<file path="config.mk">
export PLATFORM = sky130hd
export DESIGN_NAME = dmem_write_buffer
export DESIGN_NICKNAME = d
export VERILOG_FILES = /design/src/rtl/dmem_write_buffer.sv
export SDC_FILE = /design/constraint.sdc
export NUM_CORES = 1
export LEC_CHECK = 0
export BUFFER_PORTS_ARGS = -buffer_cell sky130_fd_sc_hd__buf_4
export CORE_ASPECT_RATIO = 0.9
export CORE_MARGIN = 8
export CORE_UTILIZATION = 57
export DETAILED_ROUTE_END_ITERATION = 10
export PLACE_DENSITY = 0.8
export REMOVE_ABC_BUFFERS = 1
export SETUP_SLACK_MARGIN = 0.5
export SYNTH_ARGS = -nofsm -noshare
export SYNTH_HDL_FRONTEND = slang
export SYNTH_SLANG_ARGS = --single-unit
</file>
<file path="constraint.sdc">
create_clock -name clk -period 3.5 [get_ports clk]
set_input_delay 0.35 -clock clk [delete_from_list [all_inputs] [get_ports clk]]
set_output_delay 0.35 -clock clk [all_outputs]
set_load 0.02 [all_outputs]
</file>
<file path="src/rtl/dmem_write_buffer.sv">
`default_nettype none
// ============================================================================
// Module   : dmem_write_buffer
// Brief    : Posted-store FIFO between the memory-stage bus and the L1 D-cache
//            port; loads bypass it unless they hit a queued word.
// Revision : 1.0 - initial release
// ============================================================================
module dmem_write_buffer #(
    parameter int DEPTH = 4
) (
    input  logic                     clk,
    input  logic                     rst,
    input  logic                     dmem_action_cyc,
    input  logic                     dmem_action_stb,
    input  logic                     dmem_write,
    input  logic [1:0]               dmem_byte_enable,
    input  logic [15:0]              dmem_address,
    input  logic [15:0]              dmem_wdata,
    output logic                     dmem_resp,
    output logic [15:0]              dmem_data_out,
    output logic                     cache_cyc,
    output logic                     cache_stb,
    output logic                     cache_we,
    output logic [1:0]               cache_sel,
    output logic [15:0]              cache_adr,
    output logic [15:0]              cache_wdata,
    input  logic                     cache_ack,
    input  logic [15:0]              cache_rdata,
    output logic                     buf_empty,
    output logic [$clog2(DEPTH):0]   buf_count
);

    localparam int                  c_PTR_W = $clog2(DEPTH);
    localparam logic [c_PTR_W:0]    c_FULL  = (c_PTR_W + 1)'(DEPTH);

    localparam logic [1:0] c_R_IDLE  = 2'd0;
    localparam logic [1:0] c_R_LOAD  = 2'd1;
    localparam logic [1:0] c_R_RESP  = 2'd2;

    localparam logic [1:0] c_P_IDLE  = 2'd0;
    localparam logic [1:0] c_P_DRAIN = 2'd1;
    localparam logic [1:0] c_P_LOAD  = 2'd2;

    logic [1:0]          r_req_state;
    logic [1:0]          r_port_state;
    logic [c_PTR_W-1:0]  r_wr_ptr;
    logic [c_PTR_W-1:0]  r_rd_ptr;
    logic [c_PTR_W:0]    r_count;
    logic [14:0]         r_fifo_adr  [DEPTH];
    logic [15:0]         r_fifo_data [DEPTH];
    logic [1:0]          r_fifo_mask [DEPTH];
    logic                r_drain_all;
    logic                r_load_flushed;
    logic [15:0]         r_load_adr;
    logic [1:0]          r_load_sel;
    logic [15:0]         r_data_out;

    logic                w_req_valid;
    logic                w_store_acc;
    logic                w_load_req;
    logic                w_load_issue;
    logic                w_pop;
    logic [DEPTH-1:0]    w_hit_vec;
    logic                w_hit;

    assign w_req_valid = dmem_action_cyc & dmem_action_stb;
    assign w_store_acc = (r_req_state == c_R_IDLE) && w_req_valid && dmem_write && (r_count != c_FULL);
    assign w_load_req  = (r_req_state == c_R_IDLE) && w_req_valid && !dmem_write;
    assign w_pop       = (r_port_state == c_P_DRAIN) && cache_ack;

    // An entry is live when its distance from the head is below the count,
    // so the head still being drained takes part in the hit check.
    generate
        for (genvar gi = 0; gi < DEPTH; gi++) begin : g_hit
            logic [c_PTR_W-1:0] w_off;
            assign w_off         = c_PTR_W'(gi) - r_rd_ptr;
            assign w_hit_vec[gi] = ({1'b0, w_off} < r_count) &&
                                   (r_fifo_adr[gi] == dmem_address[15:1]);
        end
    endgenerate

    assign w_hit        = |w_hit_vec;
    assign w_load_issue = w_load_req && (r_port_state == c_P_IDLE) && !w_hit &&
                          (!r_drain_all || (r_count == '0));

    always_ff @(posedge clk) begin
        if (w_store_acc) begin
            r_fifo_adr[r_wr_ptr]  <= dmem_address[15:1];
            r_fifo_data[r_wr_ptr] <= dmem_wdata;
            r_fifo_mask[r_wr_ptr] <= dmem_byte_enable;
        end
    end

    always_ff @(posedge clk or posedge rst) begin
        if (rst) begin
            r_wr_ptr <= '0;
            r_rd_ptr <= '0;
            r_count  <= '0;
        end else begin
            if (w_store_acc) r_wr_ptr <= r_wr_ptr + 1'b1;
            if (w_pop)       r_rd_ptr <= r_rd_ptr + 1'b1;
            case ({w_store_acc, w_pop})
                2'b10:   r_count <= r_count + 1'b1;
                2'b01:   r_count <= r_count - 1'b1;
                default: r_count <= r_count;
            endcase
        end
    end

    always_ff @(posedge clk or posedge rst) begin
        if (rst) begin
            r_req_state    <= c_R_IDLE;
            r_drain_all    <= 1'b0;
            r_load_flushed <= 1'b0;
            r_data_out     <= '0;
        end else begin
            case (r_req_state)
                c_R_IDLE: begin
                    if (w_store_acc) begin
                        r_req_state <= c_R_RESP;
                    end else if (w_load_issue) begin
                        r_req_state    <= c_R_LOAD;
                        r_load_flushed <= 1'b0;
                        r_drain_all    <= 1'b0;
                    end else if (w_load_req && w_hit) begin
                        r_drain_all <= 1'b1;
                    end else if (!w_req_valid) begin
                        r_drain_all <= 1'b0;
                    end
                end
                c_R_LOAD: begin
                    // A flushed load still finishes on the cache side; its data is dropped.
                    if (cache_ack) begin
                        if (r_load_flushed || !dmem_action_cyc) begin
                            r_req_state <= c_R_IDLE;
                        end else begin
                            r_data_out  <= cache_rdata;
                            r_req_state <= c_R_RESP;
                        end
                    end else if (!dmem_action_cyc) begin
                        r_load_flushed <= 1'b1;
                    end
                end
                c_R_RESP: r_req_state <= c_R_IDLE;
                default:  r_req_state <= c_R_IDLE;
            endcase
        end
    end

    always_ff @(posedge clk or posedge rst) begin
        if (rst) begin
            r_port_state <= c_P_IDLE;
            r_load_adr   <= '0;
            r_load_sel   <= '0;
        end else begin
            case (r_port_state)
                c_P_IDLE: begin
                    if (w_load_issue) begin
                        r_port_state <= c_P_LOAD;
                        r_load_adr   <= dmem_address;
                        r_load_sel   <= dmem_byte_enable;
                    end else if (r_count != '0) begin
                        r_port_state <= c_P_DRAIN;
                    end
                end
                c_P_DRAIN: if (cache_ack) r_port_state <= c_P_IDLE;
                c_P_LOAD:  if (cache_ack) r_port_state <= c_P_IDLE;
                default:   r_port_state <= c_P_IDLE;
            endcase
        end
    end

    always_comb begin
        cache_cyc   = 1'b0;
        cache_we    = 1'b0;
        cache_sel   = 2'b00;
        cache_adr   = 16'h0000;
        cache_wdata = 16'h0000;
        case (r_port_state)
            c_P_DRAIN: begin
                cache_cyc   = 1'b1;
                cache_we    = 1'b1;
                cache_sel   = r_fifo_mask[r_rd_ptr];
                cache_adr   = {r_fifo_adr[r_rd_ptr], 1'b0};
                cache_wdata = r_fifo_data[r_rd_ptr];
            end
            c_P_LOAD: begin
                cache_cyc = 1'b1;
                cache_sel = r_load_sel;
                cache_adr = r_load_adr;
            end
            default: ;
        endcase
    end

    assign cache_stb     = cache_cyc;
    assign dmem_resp     = (r_req_state == c_R_RESP);
    assign dmem_data_out = r_data_out;
    assign buf_empty     = (r_count == '0);
    assign buf_count     = r_count;

endmodule
`default_nettype wire
</file>
Word-level counts from Yosys, hierarchy flattened

Memory sizes are Yosys's and may differ from the RTL's.
Index checks and enable logic that the tools add are counted.

Register bits after elaboration: 47
Bits in latches: 0
RAM bits: 132
Memory bits (read-only): 0
Input port bits: 56
Word-level logic and storage cells: 106
Memories: 3

Add/subtract/negate cells: 8
$mul: 0
Divide/modulo/power cells: 0
$lt $le $gt $ge: 4
Equal/unequal tests: 20
Shift operators: 0
Multiplexer cells: 25
Bitwise operators: 3
Reduce and logical (&&, ||, !) cells: 33

Memory list:

| name        | depth | bits a word | read ports | clocked after memory_dff | wr ports | RTL line | source |
|---|---|---|---|---|---|---|---|
| r_fifo_data | 4     | 16          | 1          | 0                        | 1        | 50       | `logic [15:0] r_fifo_data [DEPTH];` |
| r_fifo_adr  | 4     | 15          | 5          | 0                        | 1        | 49       | `logic [14:0] r_fifo_adr [DEPTH];` |
| r_fifo_mask | 4     | 2           | 1          | 0                        | 1        | 51       | `logic [1:0] r_fifo_mask [DEPTH];` |

Operator list:

| operator                                                              | number |
|---|---|
| 15-bit equality test                                                  | 4 |
| 16-bit case mux with 2 select lines                                   | 1 |
| 16-bit two-way mux                                                    | 1 |
| 2-bit two-way mux                                                     | 7 |
| 1-bit logical AND                                                     | 13 |
| 2-bit by 3-bit < comparator with 1-bit output                         | 4 |
| 2-bit case mux with 2 select lines                                    | 3 |
| 1-bit two-way mux                                                     | 11 |
| 2-bit != test, second input constant                                  | 5 |
| 2-bit by 1-bit equality test with 1-bit output, second input constant | 3 |
| 2-bit equality test, second input constant                            | 3 |
| 3-bit != test, second input constant                                  | 2 |
| 3-bit case mux with 2 select lines                                    | 1 |
| 2-bit AND reduction                                                   | 3 |
| 3-bit AND reduction                                                   | 2 |
| 5-bit AND reduction                                                   | 1 |
| 2-bit by 1-bit adder with 2-bit output, second input constant         | 2 |
| 1-bit zero test                                                       | 4 |
| 2-bit zero test                                                       | 2 |
| 2-bit nonzero test                                                    | 2 |
| 4-bit OR reduction                                                    | 1 |
| 1-bit by 2-bit subtractor with 2-bit output, first input constant     | 2 |
| 2-bit subtractor, first input constant                                | 2 |
| 3-bit by 1-bit adder with 3-bit output, second input constant         | 1 |
| 11 further kinds                                                      | 13 |

Depth between registers and ports, before layout

Gate-level depths: netlist (run 1).

Depth after elaboration: 10
Mapped depth: 12
Gate-level depth less buffers: 10

Worst setup path after synthesis (run 1)

No wires, ideal clock.

Path kind: flip-flop to flip-flop
Start: register r_rd_ptr[0]
End: register r_load_adr[10]
Library setup time: 0.125 ns
Arrival time: 2.681 ns
Data required time: 3.375 ns
Slack: 0.694 ns
Cell stages (with the launch flop): 12
Buffers on the path: 4
Cell sequence: dfrtp_1 buf_2 buf_4 buf_2 xnor2_1 ha_1 a21oi_1 nor2_1 nor4_4 nor4_4 buf_6 mux2_4

Word-level cells in the longest chain between the ends: 8
Elaborated cells between the ends (all ways): 17

Ends and longest elaborated chain:

| what                                                                            | RTL line | source |
|---|---|---|
| from (decl)                                                                     | 47       | `logic [c_PTR_W-1:0] r_rd_ptr;` |
| from (signal assigned)                                                          | 101      | `if (w_pop) r_rd_ptr <= r_rd_ptr + 1'b1;` |
| 1-bit by 2-bit subtractor with 2-bit output or 2-bit subtractor (tied branches) | 76       | `assign w_off = c_PTR_W'(gi) - r_rd_ptr;` |
| 2-bit by 3-bit < comparator with 1-bit output                                   | 77       | `assign w_hit_vec[gi] = ({1'b0, w_off} < r_count) &&` |
| 1-bit logical AND                                                               | 77       |  |
| 4-bit OR reduction *                                                            | 82       | `assign w_hit = \|w_hit_vec;` |
| 1-bit zero test *                                                               | 83       | `assign w_load_issue = w_load_req && (r_port_state == c_P_IDLE) && !w_hit &&` |
| 1-bit logical AND * (2 in a row)                                                | 83       |  |
| 2-bit AND reduction (no source line) *                                          | -        |  |
| to (signal assigned)                                                            | 160      | `r_load_adr <= dmem_address;` |
| to (decl)                                                                       | 54       | `logic [15:0] r_load_adr;` |

Every way passes the cells marked *; elsewhere a longest branch is shown, timed or not.
A chain may end at the register's enable or synchronous reset.

Worst setup path in the final report (run 1)

Start: register r_rd_ptr[1]
End: output port cache_adr[11]

Word-level cells in the longest chain between the ends: 2

Ends and longest elaborated chain:

| what                                | RTL line | source |
|---|---|---|
| memory read 4 x 15 bit              | -        |  |
| 16-bit case mux with 2 select lines | 179      | `case (r_port_state)` |
| to (decl)                           | 25       | `output logic [15:0] cache_adr,` |

Every way passes these cells.

==> impl_metrics.yaml, run 1 <==
run_status:
  outcome: "completed"
synthesis:
  synth_area_in_xor_xnor_pct: 7.22
  cell_count_after_synthesis: 496
  yosys.area_share.simple_pct: 6.81
  yosysSeqAreaShare_pct: 63.3
  synth.most_common_cell: "edfxtp_1"
  asyncSetResetFlopFracSynth_pct: 26.3
  netlist-cell-type-count: 40
  synth.cell_area_sq_um: 8130
  top_cells_by_count_synth: "132 x edfxtp_1, 47 x dfrtp_1, 41 x xor2_1"
  synth_top_flop_cell: "edfxtp_1"
  synth.largest_area_cell: "edfxtp_1"
  yosys_register_bits: 179
  synth_top_family_by_area: "multiplexers"
  ys_warn_count: 0
  synth-edff-count: 132
  muxShareOfSynthArea_pct: 14.6
  share_of_the_synthesized_area_in_compound_gates_ao_oa_aoi_oai_pct: 3.03
  synth_top_area_share_pct: 48.8
  synth_fa_ha_area_share_pct: 2.09
  avgSynthCellArea_sq_um: 16.4
  synth.area.top_cells: "edfxtp_1 49%, dfrtp_1 14%, mux4_2 9.1%"
global_routing:
  globalRouteTotalUtil_pct: 20.1
  grt_max_degree: 48
  grt_pass1_vias: 4970
  grt_antenna_before_repair: 0
  grt_pass1_wl_mm: 27.5
  overflow: 0
cts:
  latest_clock_arrival_within_the_worst_skew_pair_ns: 0.43
  clkSlewWorstSetupHoldPaths_ns: 0.07
  cts_tree: "built"
  numCtsBuffers: 17
  number_of_sinks_driven_by_the_clock_tree: 179
  number_of_levels_in_the_clock_h_tree: 4
  root_buffer: "clkbuf_16"
  ctsLongestPathBuffers: 2
route:
  ant_nets: 0
  drt_wl_total_mm: 17.5
  routed_wire_per_std_cell_um: 21.8
  avgViaCountPerCell: 5.60
  route.vias.total: 4503
  detail_route.iter0.violations: 355
  first_pass_iters: 4
  detail_route.drc_violations: 0
cells_and_area:
  layout.core_utilization_pct: 69.2
  growth_of_design_area_from_synthesis_to_finish_pct: 18.9
  final_net_count: 667
  antenna-diode-count: 0
  post_route_cells_drive_above_1_share_pct: 37.5
setup_path:
  crit_path_start_kind: "register"
  cp_num_buf_inv: 2
  cp.arrival_ns: 2.45
  slowest_stage: "dfrtp_1"
  path_max_fanout: 28
  timing.critical_path.mode_cell: "buf_4"
  crit_path_cell_trace: "buf_4 -> mux4_2 -> a22oi_1 -> nor2b_1 -> buf_4"
  critical_path.top_delay_family: "buffers and inverters"
  critical_path.endpoint_type: "output pin"
  max_stage_delay_ns: 0.61
  worstSetupPathType: "reg -> out"
  cp.required_ns: 3.15
pwr:
  clock_power_share_pct: 24.8
  irDropWorstVdd_mv: 0.542
  leakage_nw: 3.66
  share_seq_of_total_power_pct: 38.9
  pwr_density_cell_nw_per_um2: 767
  swShare_pct: 33.1
  design_internal_power_mw: 4.96
  p_comb_share_pct: 36.3
  p_sw_mw: 2.45
placed_design:
  gp_congestion: 0.837
  place.detailed.hpwl_mm: 11.5
  io_buffer_count: 113
  dpl_worst_slack_ns: 0.926
die:
  die_height_um: 129
  fp.coreArea_sq_um: 14000
  floorplan.io_pins: 114
  placement_rows: 41
  dieWidth_um: 142
  die_area_sq_um: 18300
  effective_utilization_at_floorplan_pct: 58.2
sta:
  finalWorstPathRequiredPeriod_ns: 2.80
  period_share_pct: 80.0
  max_freq_mhz: 357
  fin_ws_ns: 0.702
  hold_ws_ns: 0.119
  grt_setup_unrepaired: "false"
  hold_violations: 0
  tightestPinTransition_ns: 1.03
  finClkSkew_ns: 0.0118
  report.final.setup_viol: 0
  maxSlewViolCount: 0
  max-slew-margin-rel_pct: 31.2
hold_path:
  worst_hold_path_type: "in -> reg"
run:
  timing.max_cap.violations: 0
stage by stage:
stage                     cell area (sq um)  setup TNS [ns]  total power, mW  std cells
after floorplan                        7940           -9.38             4.62        460
after global placement                 9070               0             5.52        772
after detailed placement               9070               0             5.63        772
after CTS                              9660               0             7.47        804
after global routing                   9660               0             7.77        804
final                                  9660               0             7.41        804
final timing paths:
kind                                                   start                       endpoint  slack (ns)  depth (start not counted)
min in group asynchronous                                rst  dmem_data_out[15]$_DFFE_PP0P_        0.17                          2
worst max register to register       r_rd_ptr[0]$_DFFE_PP0P_     r_load_adr[13]$_DFFE_PP0P_        0.96                          8
worst min-delay path                           dmem_wdata[9]    r_fifo_data[3][9]$_DFFE_PP_        0.12                          1
worst min register to register  dmem_data_out[7]$_DFFE_PP0P_   dmem_data_out[7]$_DFFE_PP0P_        0.51                          1
max in group asynchronous                                rst        r_rd_ptr[0]$_DFFE_PP0P_        2.56                          2
worst max-delay path                 r_rd_ptr[1]$_DFFE_PP0P_                  cache_adr[11]        0.70                          5
layout by cell type (no fill, tap or decap), types with 9 or more instances in the layout:
cell type and count:
nor2b_1 19, mux2_4 16, a22oi_1 17, mux2_2 18
xor2_1 41, inv_1 13, xnor2_1 26, dfrtp_1 46
ha_1 12, clkbuf_16 17, buf_4 118, mux4_2 33
and2_1 18, nand2_1 9, edfxtp_1 132
timing repair:
item	4_1_cts	5_1_grt
buffers inserted	0	0
endpoints found under the setup margin	5	2
hold buffers	0	0
gates resized for setup	1	1
power groups by stage:
stage          Combinational [mW]  Clock, mW  Sequential, mW
3_5_place_dp                 2.71          0            2.91
6_report                     2.69       1.84            2.88
5_1_grt                      2.89       1.95            2.92
3_3_place_gp                 2.64          0            2.89
2_1_floorplan                1.55          0            3.07
4_1_cts                      2.73       1.87            2.87
final cells by class:
| class | count | area, sq um |
|---|---|---|
| flip-flops and latches | 179 | 5140 |
| repair buffers | 119 | 897 |
| multi-input cells | 267 | 2750 |
| clock inverters | 11 | 118 |
| inverters | 14 | 52.6 |
| clock buffers | 21 | 460 |
| fillers | 927 | 4290 |
| well taps | 193 | 241 |
worst reg2reg max path, delay by kind of cell, from the launching register on:
kind	cells	cell delay, ns
flops	1	0.60
simple gates	3	0.52
mux	1	0.38
buf+inv	1	0.36
fa+ha+maj	1	0.31
xor+xnor	1	0.19
compound gates	1	0.06
registers in the layout, indices dropped and copies added (netlist names):
signal	cells
r_port_state	2
r_fifo_adr	60
r_load_adr	16
r_fifo_data	64
r_req_state	2
dmem_data_out	16
r_load_sel	2
r_rd_ptr	2
buf_count	3
r_wr_ptr	2
r_load_flushed	1
r_fifo_mask	8
r_drain_all	1
kinds of logic after synthesis:
| group | count (synthesis) |
|---|---|
| multiplexers | 67 |
| buffers and inverters | 50 |
| XOR/XNOR | 67 |
| AND/OR/NAND/NOR | 86 |
| AO/OA/AOI/OAI | 34 |
| flip-flops | 179 |
| adder cells (fa/ha/maj) | 13 |
per-layer routing:
metal	up-vias	track usage, %	wire [um]
met2	123	33.9	8930
li1	2053	-	-
met3	12	6.51	963
met5	-	0	0
met1	2315	24.6	7460
met4	0	5.87	173
Power figures use the tool's default switching activity.
==> run 2: changes to the inputs <==
- ABC_AREA: default -> 1
- CORE_UTILIZATION: 57 -> 58
- PLACE_DENSITY: 0.8 -> 0.81
- clock period: 3.5 -> 2.9 ns (I/O delays scaled with it)
==> impl_metrics.yaml, run 2 <==
route:
  first_pass_iters: 5
  detail_route.iter0.violations: 836
  routed_wire_per_std_cell_um: 18.9
  detail_route.drc_violations: 0
  avgViaCountPerCell: 5.62
  route.vias.total: 7412
  drt_wl_total_mm: 25.0
  ant_nets: 0
cells_and_area:
  layout_commonest_cell: "nand2_1"
  largestRegisters: "r_fifo_data: 64 flops, r_fifo_adr: 60 flops"
  registers.top_by_ff_count: "r_fifo_data"
  post_route_cells_drive_above_1_share_pct: 25.7
  growth_of_design_area_from_synthesis_to_finish_pct: 25.8
  antenna-diode-count: 0
  mostFrequentLayoutCells: "295 x nand2_1, 136 x buf_4, 132 x edfxtp_1"
  multiInputGateArea_sq_um: 3300
  max_reg_flops: 64
  layoutNonFillerInstCount: 1319
  final_net_count: 1173
  fillers: 1010
  area.sequential_sq_um: 5140
synthesis:
  top_cells_by_count_synth: "298 x nand2_1, 132 x edfxtp_1, 102 x inv_1"
  synth_area_in_xor_xnor_pct: 1.86
  synth_top_area_share_pct: 44.3
  ys_warn_count: 0
  asyncSetResetFlopFracSynth_pct: 26.3
  synth_fa_ha_area_share_pct: 1.90
  yosys_register_bits: 179
  muxShareOfSynthArea_pct: 2.02
  synth_top_flop_cell: "edfxtp_1"
  synth-edff-count: 132
  synth_top_family_by_area: "simple AND/OR/NAND/NOR gates"
  yosysSeqAreaShare_pct: 57.5
  share_of_the_synthesized_area_in_compound_gates_ao_oa_aoi_oai_pct: 8.75
  synth.largest_area_cell: "edfxtp_1"
  cell_count_after_synthesis: 956
  avgSynthCellArea_sq_um: 9.35
  netlist-cell-type-count: 38
  synth.cell_area_sq_um: 8940
  yosys.area_share.simple_pct: 20.7
  synth.area.top_cells: "edfxtp_1 44%, dfrtp_1 13%, nand2_1 13%"
  synth.most_common_cell: "nand2_1"
sta:
  max-slew-margin-rel_pct: 28.4
  maxSlewViolCount: 0
  hold_violations: 0
  tightestPinTransition_ns: 1.07
  grt_setup_unrepaired: "true"
  report.final.setup_viol: 0
  finClkSkew_ns: 0.00958
  finalWorstPathRequiredPeriod_ns: 2.42
  total_negative_slack_for_setup_checks_ns: 0
  max_freq_mhz: 413
  period_share_pct: 83.4
setup_path:
  crit_path_cell_trace: "buf_8 -> clkinvlp_4 -> nor2_4 -> buf_12 -> buf_4 -> nand2_1 -> o21ai_0 -> o21ai_0 -> a21oi_1 -> buf_4"
  slowest_stage: "dfrtp_2"
  cp_num_buf_inv: 5
  max_stage_delay_ns: 0.40
  timing.reg2reg.setup_slack_ns: 0.52
  launch_instance_of_the_worst_register_to_register_path: "r_rd_ptr[0]$_DFFE_PP0P_"
  critical_path.endpoint_type: "output pin"
  worstRegToRegCells: 16
  path_max_fanout: 7
  crit_path_start_kind: "register"
  worstSetupPathType: "reg -> out"
  cp.required_ns: 2.61
  reg2reg_to: "r_load_adr[5]$_DFFE_PP0P_"
  critical_path.top_delay_family: "buffers and inverters"
  cp.arrival_ns: 2.13
placed_design:
  placed_cells_incl_taps: 1256
  io_buffer_count: 113
  gp_congestion: 0.931
  place.detailed.hpwl_mm: 15.7
die:
  dieWidth_um: 147
  die_area_sq_um: 19600
  fp.coreArea_sq_um: 15200
  die_height_um: 134
  effective_utilization_at_floorplan_pct: 58.7
  floorplan.io_pins: 114
  placement_rows: 43
hold_path:
  worst_hold_path_type: "in -> reg"
  min_to: "r_fifo_data[1][14]$_DFFE_PP_"
  hold-path-cell-count: 1
  hp-start: "dmem_wdata[14]"
cts:
  cts_tree: "built"
  number_of_levels_in_the_clock_h_tree: 4
  numCtsBuffers: 17
  number_of_sinks_driven_by_the_clock_tree: 179
  ctsLongestPathBuffers: 2
  root_buffer: "clkbuf_16"
  clkSlewWorstSetupHoldPaths_ns: 0.07
  latest_clock_arrival_within_the_worst_skew_pair_ns: 0.44
global_routing:
  grt_pass1_vias: 7102
  global_route.usage.met1_pct: 30.6
  grt_antenna_before_repair: 0
  grt_max_degree: 48
  grt_pass1_wl_mm: 36.9
  overflow: 0
  use_met2_pct: 39.1
  most_heavily_used_metal_layer_in_global_routing: "met2"
  globalRouteMet3Util_pct: 6.80
  globalRouteTotalUtil_pct: 24.4
pwr:
  pwr_density_cell_nw_per_um2: 926
  irDropWorstVdd_mv: 0.782
  leakage_nw: 4.93
run_status:
  outcome: "completed"
run:
  timing.max_cap.violations: 0
==> run 2: cell types whose count changed in the layout (fill, tap and decap cells not counted), sizes merged, moves of 16 or more <==
cell	previous run	this run
nor2	7	73
nand3	1	63
xor2	41	10
o21ai	3	53
a21oi	5	24
and2	21	2
buf	119	159
nand2	9	306
nor2b	19	0
mux2	34	16
inv	19	125
mux4	33	0
xnor2	26	9
a31oi	0	16
==> run 2: cells by family (layout without fill, tap and decap cells) <==
logic type | count (synthesis) | in the layout
mux | 16 | 16
simple gates | 447 | 449
compound gates | 126 | 126
buf+inv | 156 | 315
flops | 179 | 179
xor+xnor | 19 | 19
fa+ha+maj | 13 | 13
==> run 2: how the worst max path moves through the flow <==
stage | start | end | slack (ns) | cells after the start
after global placement | r_rd_ptr[1]$_DFFE_PP0P_ | r_load_adr[9]$_DFFE_PP0P_ | 0.57 | 15
final | r_rd_ptr[0]$_DFFE_PP0P_ | cache_adr[5] | 0.48 | 10
after CTS | r_rd_ptr[0]$_DFFE_PP0P_ | cache_adr[2] | 0.49 | 8
after detailed placement | r_rd_ptr[1]$_DFFE_PP0P_ | r_load_adr[10]$_DFFE_PP0P_ | 0.50 | 15
after global routing | r_rd_ptr[0]$_DFFE_PP0P_ | r_load_adr[5]$_DFFE_PP0P_ | 0.38 | 16
after floorplan | r_rd_ptr[1]$_DFFE_PP0P_ | r_load_flushed$_DFFE_PP0P_ | -0.73 | 16
==> run 2: per-layer routing <==
metal	vias up	wire length, um
met1	3459	9780
met5	-	0
li1	3450	-
met3	62	2470
met2	441	12000
met4	0	742
==> run 2: final cells by class <==
class | count | share of cell area, %
Multi-Input combinational cell | 623 | 29.4
Inverter | 121 | 4.17
Clock inverter | 15 | 1.64
Clock buffer | 17 | 3.78
Sequential cell | 179 | 45.7
Tap cell | 202 | 2.25
Timing Repair Buffer | 162 | 13.1
==> run 2: where the power goes <==
part	leakage [nW]	switching [mW]	internal [mW]
registers	1.77	0.276	3.14
logic	2.88	2.71	1.92
clock network	0.288	1.13	1.24
==> run 2: repair_timing <==
action	in CTS	in global routing
hold buffers	0	0
gates resized for setup	21	41
pin swaps	3	13
hold endpoints to repair	0	0
buffers inserted	9	16
gates cloned	1	5
setup endpoints to repair	38	48
==> run 2: stage by stage <==
step	worst slack [ns]	instance area, sq um	utilization (%)	power (mW)	hold WS, ns
finish	0.481	11200	73.9	10.4	0.0464
global route	0.384	11200	73.9	10.9	0.0293
CTS	0.495	10900	71.6	9.96	0.0290
detailed placement	0.501	10100	66.1	7.20	0.464
global placement	0.571	10100	66.1	7.12	0.463
floorplan	-0.734	8750	-	5.58	0.389
